===== src/rtl/chinpo_pkg.sv =====
// Shared CHINPO constants: interrupt-controller states, vector table defaults,
// control-unit state numbers and small priority/vector helpers.
package chinpo_pkg;

   typedef enum logic [1:0] {
      ST_IDLE    = 2'd0,
      ST_REQ     = 2'd1,
      ST_SERVICE = 2'd2
   } int_state_e;

   localparam logic [15:0] INT_BASE_DEFAULT   = 16'h0F00;
   localparam logic [15:0] VEC_STRIDE_DEFAULT = 16'h0010;
   localparam int unsigned IRQ_LINES          = 4;

   // Control-unit state numbers; CU_INTERRUPT is where IntAck originates.
   localparam logic [3:0] CU_FETCH     = 4'd0;
   localparam logic [3:0] CU_DECODE    = 4'd1;
   localparam logic [3:0] CU_EXECUTE   = 4'd2;
   localparam logic [3:0] CU_MEMORY    = 4'd3;
   localparam logic [3:0] CU_WRITEBACK = 4'd4;
   localparam logic [3:0] CU_INTERRUPT = 4'd5;
   localparam logic [1:0] PC_SEL_INT   = 2'd3;

   function automatic logic [1:0] lowest_index(input logic [3:0] req);
      logic [1:0] idx;
      casez (req)
         4'b???1: idx = 2'd0;
         4'b??10: idx = 2'd1;
         4'b?100: idx = 2'd2;
         4'b1000: idx = 2'd3;
         default: idx = 2'd0;
      endcase
      return idx;
   endfunction

   function automatic logic [15:0] handler_vector(input logic [15:0] base,
                                                  input logic [15:0] stride,
                                                  input logic [1:0]  id);
      logic [15:0] id_ext;
      id_ext = {14'd0, id};
      return base + (id_ext * stride);
   endfunction

endpackage


===== src/rtl/chinpo_irq_sync.sv =====
// Two-flop synchronizer plus history flop per line; flags one-cycle rising edges.
module chinpo_irq_sync
   import chinpo_pkg::*;
#(
   parameter int WIDTH = IRQ_LINES
)(
   input  logic             CLK,
   input  logic             Reset_n,
   input  logic [WIDTH-1:0] irq,
   output logic [WIDTH-1:0] irq_edge
);

   logic [WIDTH-1:0] meta_r;
   logic [WIDTH-1:0] sync_r;
   logic [WIDTH-1:0] hist_r;

   // Synchronizer chain and history; history resets low so a line held high
   // across reset release still yields one edge.
   always_ff @(posedge CLK or negedge Reset_n) begin
      if (!Reset_n) begin
         meta_r <= '0;
         sync_r <= '0;
         hist_r <= '0;
      end else begin
         meta_r <= irq;
         sync_r <= meta_r;
         hist_r <= sync_r;
      end
   end

   assign irq_edge = sync_r & ~hist_r;

endmodule


===== src/rtl/chinpo_int_ctrl.sv =====
// Four-line vectored interrupt controller: latches edges into Pending, picks the
// lowest eligible line and handshakes with the control unit via Int/IntAck/IntReturn.
module chinpo_int_ctrl
   import chinpo_pkg::*;
#(
   parameter logic [15:0] INT_BASE   = INT_BASE_DEFAULT,
   parameter logic [15:0] VEC_STRIDE = VEC_STRIDE_DEFAULT
)(
   input  logic        CLK,
   input  logic        Reset_n,
   input  logic [3:0]  IrqIn,
   input  logic        MaskWrite,
   input  logic [3:0]  MaskData,
   input  logic        IntAck,
   input  logic        IntReturn,
   output logic        Int,
   output logic [15:0] IntVector,
   output logic [1:0]  IntId,
   output logic        InService,
   output logic [3:0]  Pending
);

   int_state_e state_r;
   logic [3:0] mask_r;
   logic [3:0] pending_r;
   logic [3:0] edge_s;
   logic [3:0] eligible_s;
   logic [3:0] ack_clr_s;
   logic [1:0] winner_s;
   logic       ack_take_s;

   chinpo_irq_sync #(.WIDTH(4)) u_sync (
      .CLK      (CLK),
      .Reset_n  (Reset_n),
      .irq      (IrqIn),
      .irq_edge (edge_s)
   );

   // Priority selection and acknowledge-clear decode.
   always_comb begin
      eligible_s = pending_r & mask_r;
      winner_s   = lowest_index(eligible_s);
      ack_take_s = (state_r == ST_REQ) && IntAck;
      ack_clr_s  = 4'b0000;
      if (ack_take_s) begin
         ack_clr_s = 4'b0001 << IntId;
      end else begin
         ack_clr_s = 4'b0000;
      end
   end

   // Enable mask register.
   always_ff @(posedge CLK or negedge Reset_n) begin
      if (!Reset_n) begin
         mask_r <= 4'b0000;
      end else if (MaskWrite) begin
         mask_r <= MaskData;
      end else begin
         mask_r <= mask_r;
      end
   end

   // Pending latch; a fresh edge overrides a same-cycle acknowledge clear.
   always_ff @(posedge CLK or negedge Reset_n) begin
      if (!Reset_n) begin
         pending_r <= 4'b0000;
      end else begin
         pending_r <= (pending_r & ~ack_clr_s) | edge_s;
      end
   end

   assign Pending = pending_r;

   // Handshake FSM with registered Int/InService/IntId/IntVector.
   always_ff @(posedge CLK or negedge Reset_n) begin
      if (!Reset_n) begin
         state_r   <= ST_IDLE;
         Int       <= 1'b0;
         InService <= 1'b0;
         IntId     <= 2'd0;
         IntVector <= INT_BASE;
      end else begin
         case (state_r)
            ST_IDLE: begin
               if (|eligible_s) begin
                  state_r   <= ST_REQ;
                  Int       <= 1'b1;
                  IntId     <= winner_s;
                  IntVector <= handler_vector(INT_BASE, VEC_STRIDE, winner_s);
               end
            end
            ST_REQ: begin
               if (IntAck) begin
                  state_r   <= ST_SERVICE;
                  Int       <= 1'b0;
                  InService <= 1'b1;
               end
            end
            ST_SERVICE: begin
               if (IntReturn) begin
                  state_r   <= ST_IDLE;
                  InService <= 1'b0;
               end
            end
            default: begin
               state_r   <= ST_IDLE;
               Int       <= 1'b0;
               InService <= 1'b0;
            end
         endcase
      end
   end

endmodule


===== config.mk =====
export PLATFORM = sky130hd
export DESIGN_NAME = chinpo_int_ctrl
export DESIGN_NICKNAME = d
export VERILOG_FILES = /design/src/rtl/chinpo_pkg.sv /design/src/rtl/chinpo_irq_sync.sv /design/src/rtl/chinpo_int_ctrl.sv
export SDC_FILE = /design/constraint.sdc
export NUM_CORES = 1
export LEC_CHECK = 0
export ABC_AREA = 1
export BUFFER_PORTS_ARGS = -buffer_cell sky130_fd_sc_hd__buf_2
export CAP_MARGIN = 40
export CORE_UTILIZATION = 51
export CTS_CLUSTER_DIAMETER = 60
export DETAILED_ROUTE_END_ITERATION = 7
export PLACE_DENSITY = 0.82
export SLEW_MARGIN = 10
export SYNTH_ARGS = -nofsm -noshare
export SYNTH_HDL_FRONTEND = slang
export SYNTH_SLANG_ARGS = --single-unit
export TNS_END_PERCENT = 100

===== constraint.sdc =====
create_clock -name CLK -period 1.7 [get_ports CLK]
set_input_delay 0.17 -clock CLK [delete_from_list [all_inputs] [get_ports CLK]]
set_output_delay 0.17 -clock CLK [all_outputs]
set_load 0.01 [all_outputs]

==> summary.txt <==
Status
  • Status: finished clean

Drt
  • Vias: 680
  • Via/cell ratio: 4.47
  • Drt drc: 0
  • Initial drt markers: 3
  • Post-route ant nets: 0
  • Drt first pass iters: 4
  • Per-cell routed wire length: 9.84 um
  • Post-Route WL: 1500 um

Critical path
  • Required @ worst endpoint: 1.53 ns
  • RR Endpoint: Pending[1]$_DFF_PN0_
  • CP Class: reg -> out
  • CP Launch Type: register
  • Crit-path max FO: 6
  • R2R depth: 3
  • Crit path cell chain: buf_2
  • FF-to-FF Start: state_r[1]$_DFFE_PN0P_
  • Flop-to-flop setup slack: 0.64 ns
  • Stages on the worst setup path: 1
  • CP Capture Point: IntId[0]
  • Slowest stage delay, CP: 0.45 ns
  • Crit path arrival time: 0.93 ns
  • Buf/Inv on CP: 1
  • Setup crit start: IntId[0]$_DFFE_PN0P_
  • Delay-heaviest family, CP: flip-flops
  • Crit-path slowest cell: dfrtp_1
  • Worst setup EP type: output port

Synth
  • Top cells by area, synth: dfrtp_1, buf_4, nand2_1, o21ai_0, mux2_2
  • Syn_area_per_cell: 10.7 um^2
  • Post-synth top area share: 0.622
  • Synth unique cells: 12
  • Async S/R FF share, synth: 1.00
  • Synth warn: 0
  • Synth top cells by count: dfrtp_1, nand2_1, buf_4, o21ai_0, inv_1
  • Xor/xnor cell area share of the yosys netlist: 0
  • Mux contribution to synthesized area: 0.0431
  • Post-Synth Adder-Cell Area: 0
  • Largest area contributor in the netlist: dfrtp_1
  • Mapped Cells: 98
  • Primary FF master, synth: dfrtp_1
  • Post-synth EDFFs: 0
  • Post-synthesis simple-gate area fraction: 0.136
  • Sequential share of the synthesized area: 0.622
  • Cell Area, Synth: 1050 um^2
  • Complex-gate fraction of the synthesized area: 0.0478
  • Top-count cell post-synth: dfrtp_1
  • Largest family of logic cells by synthesized area: buffers and inverters
  • Seq cells post-synth: 26

Die
  • IO Pins: 37
  • Die W: 47.3 um
  • Die Height: 47.3 um
  • Area of the die: 2240 um^2
  • Starting Density: 0.539
  • Row cnt: 16
  • CORE AREA: 1940 um^2

Clock tree
  • Setup bufs post-CTS: 0
  • CTS Buf Count: 3
  • Clock Tree Buf Depth: 2
  • Worst-skew pair later-pin latency: 0.32 ns
  • Clock Pin Slew Worst Setup and Hold Paths: 0.13 ns
  • CTS tree: done
  • Clock sinks: 26
  • H-tree levels: 1
  • Clock Tree Root: clkbuf_4

GRT
  • Overall Global Routing Usage: 0.168
  • Initial antenna violation count: 0
  • Largest net degree at the start of global routing: 27
  • First-pass GRT wire length: 2490 um
  • Vias in the first global route: 594
  • Overflow after GRT: 0

Place
  • Hpwl dp: 1110 um
  • Routability congestion estimate: 0.874
  • Port Buffers: 22

Timing
  • Rel. slew slack: 0.637
  • Setup TNS: 0 ns
  • Fin. max-slew vios: 0
  • Final hold viol count: 0
  • RSZ-0062 raised after global routing: false
  • Fmax: 907 MHz
  • Hold slack: 0.0750 ns
  • Period minus WS final: 1.10 ns
  • Worst Max-Slew Pin Slew: 0.545 ns
  • Clk_skew: 0.00123 ns
  • Fin crit share: 0.648
  • Final setup viols: 0

Power and ir drop
  • Leakage: 0.649 nW
  • Pwr/cell area: 1460 nW/um^2
  • Clk pwr share: 0.231
  • Combinational share of power: 0.285
  • VDD IR max: 0.695 mV
  • Switching share of power: 0.328
  • Flop pwr share: 0.484
  • Internal Power: 0.00119 W
  • Switching pwr: 0.000584 W

Cells and area
  • Antenna cells: 0
  • Nets@finish: 139
  • Synth-to-Final Area Change: 16.4%
  • Share of cells above drive strength 1: 0.256

Min path
  • Class of the worst hold path: in -> reg
  • Hold Path Stages: 2

Run
  • Max cap viols: 0
[through the flow]
step	util	cells	cell area, um^2	power (W)	setup slack [ns]
floorplan	-	110	1090	0.00123	0.796
global placement	0.574	143	1110	0.00134	0.726
detailed placement	0.574	143	1110	0.00137	0.686
CTS	0.627	152	1220	0.00180	0.577
global route	0.627	152	1220	0.00194	0.524
finish	0.627	152	1220	0.00178	0.598
[cell usage in the layout, fill, tap and decap left out, drive strengths merged]
cell / instances
o21ai: 10
nand3: 3
mux2: 4
conb: 14
dlygate4sd3: 5
nand3b: 1
nand2: 25
buf: 22
inv: 8
nor2: 3
clkbuf: 3
bufinv: 1
dfrtp: 26
[what timing repair did]
action,CTS,global route
resized for setup,0,0
hold endpoints to repair,30,0
hold buffers,5,0
[worst min path at each step]
stage | start | to | slack (ns)
after floorplan | Reset_n | InService$_DFFE_PN0P_ | -0.13
after global placement | Reset_n | IntId[1]$_DFFE_PN0P_ | 0.18
after detailed placement | Reset_n | Pending[3]$_DFF_PN0_ | 0.19
after CTS | MaskData[2] | mask_r[2]$_DFFE_PN0P_ | 0.06
after global routing | MaskData[2] | mask_r[2]$_DFFE_PN0P_ | 0.06
final | MaskData[2] | mask_r[2]$_DFFE_PN0P_ | 0.07
[final cells by class]
class,instances,area (um^2)
fillers,169,724
flip-flops and latches,26,651
multi-input cells,60,290
repair buffers,27,160
well taps,27,33.8
clock inverters,1,30.0
inverters,8,30.0
clock buffers,3,22.5
[state kept, by name, indices dropped and copies added (netlist names)]
name,flops
Pending,4
InService,1
state_r,2
u_sync.hist_r,4
IntId,2
Int,1
mask_r,4
u_sync.meta_r,4
u_sync.sync_r,4
[logic make-up after synthesis]
family | Yosys count
buf+inv | 24
simple gates | 32
compound gates | 10
flops | 26
other cells | 2
mux | 4
[power groups by stage]
| stage | sequential (W) | clock [W] | combinational, W |
|---|---|---|---|
| global route | 0.000883 | 0.000452 | 0.000601 |
| floorplan | 0.000894 | 0 | 0.000337 |
| detailed placement | 0.000873 | 0 | 0.000502 |
| finish | 0.000860 | 0.000411 | 0.000507 |
| CTS | 0.000860 | 0.000428 | 0.000515 |
| global placement | 0.000864 | 0 | 0.000480 |
[routing by layer]
metal  share of wire  global-route usage
met1            0.43               0.206
met2            0.51               0.271
met3           0.044              0.0462
met4           0.013              0.0857
met5               0                   0
Note: power is estimated with default switching activity, not from simulation.
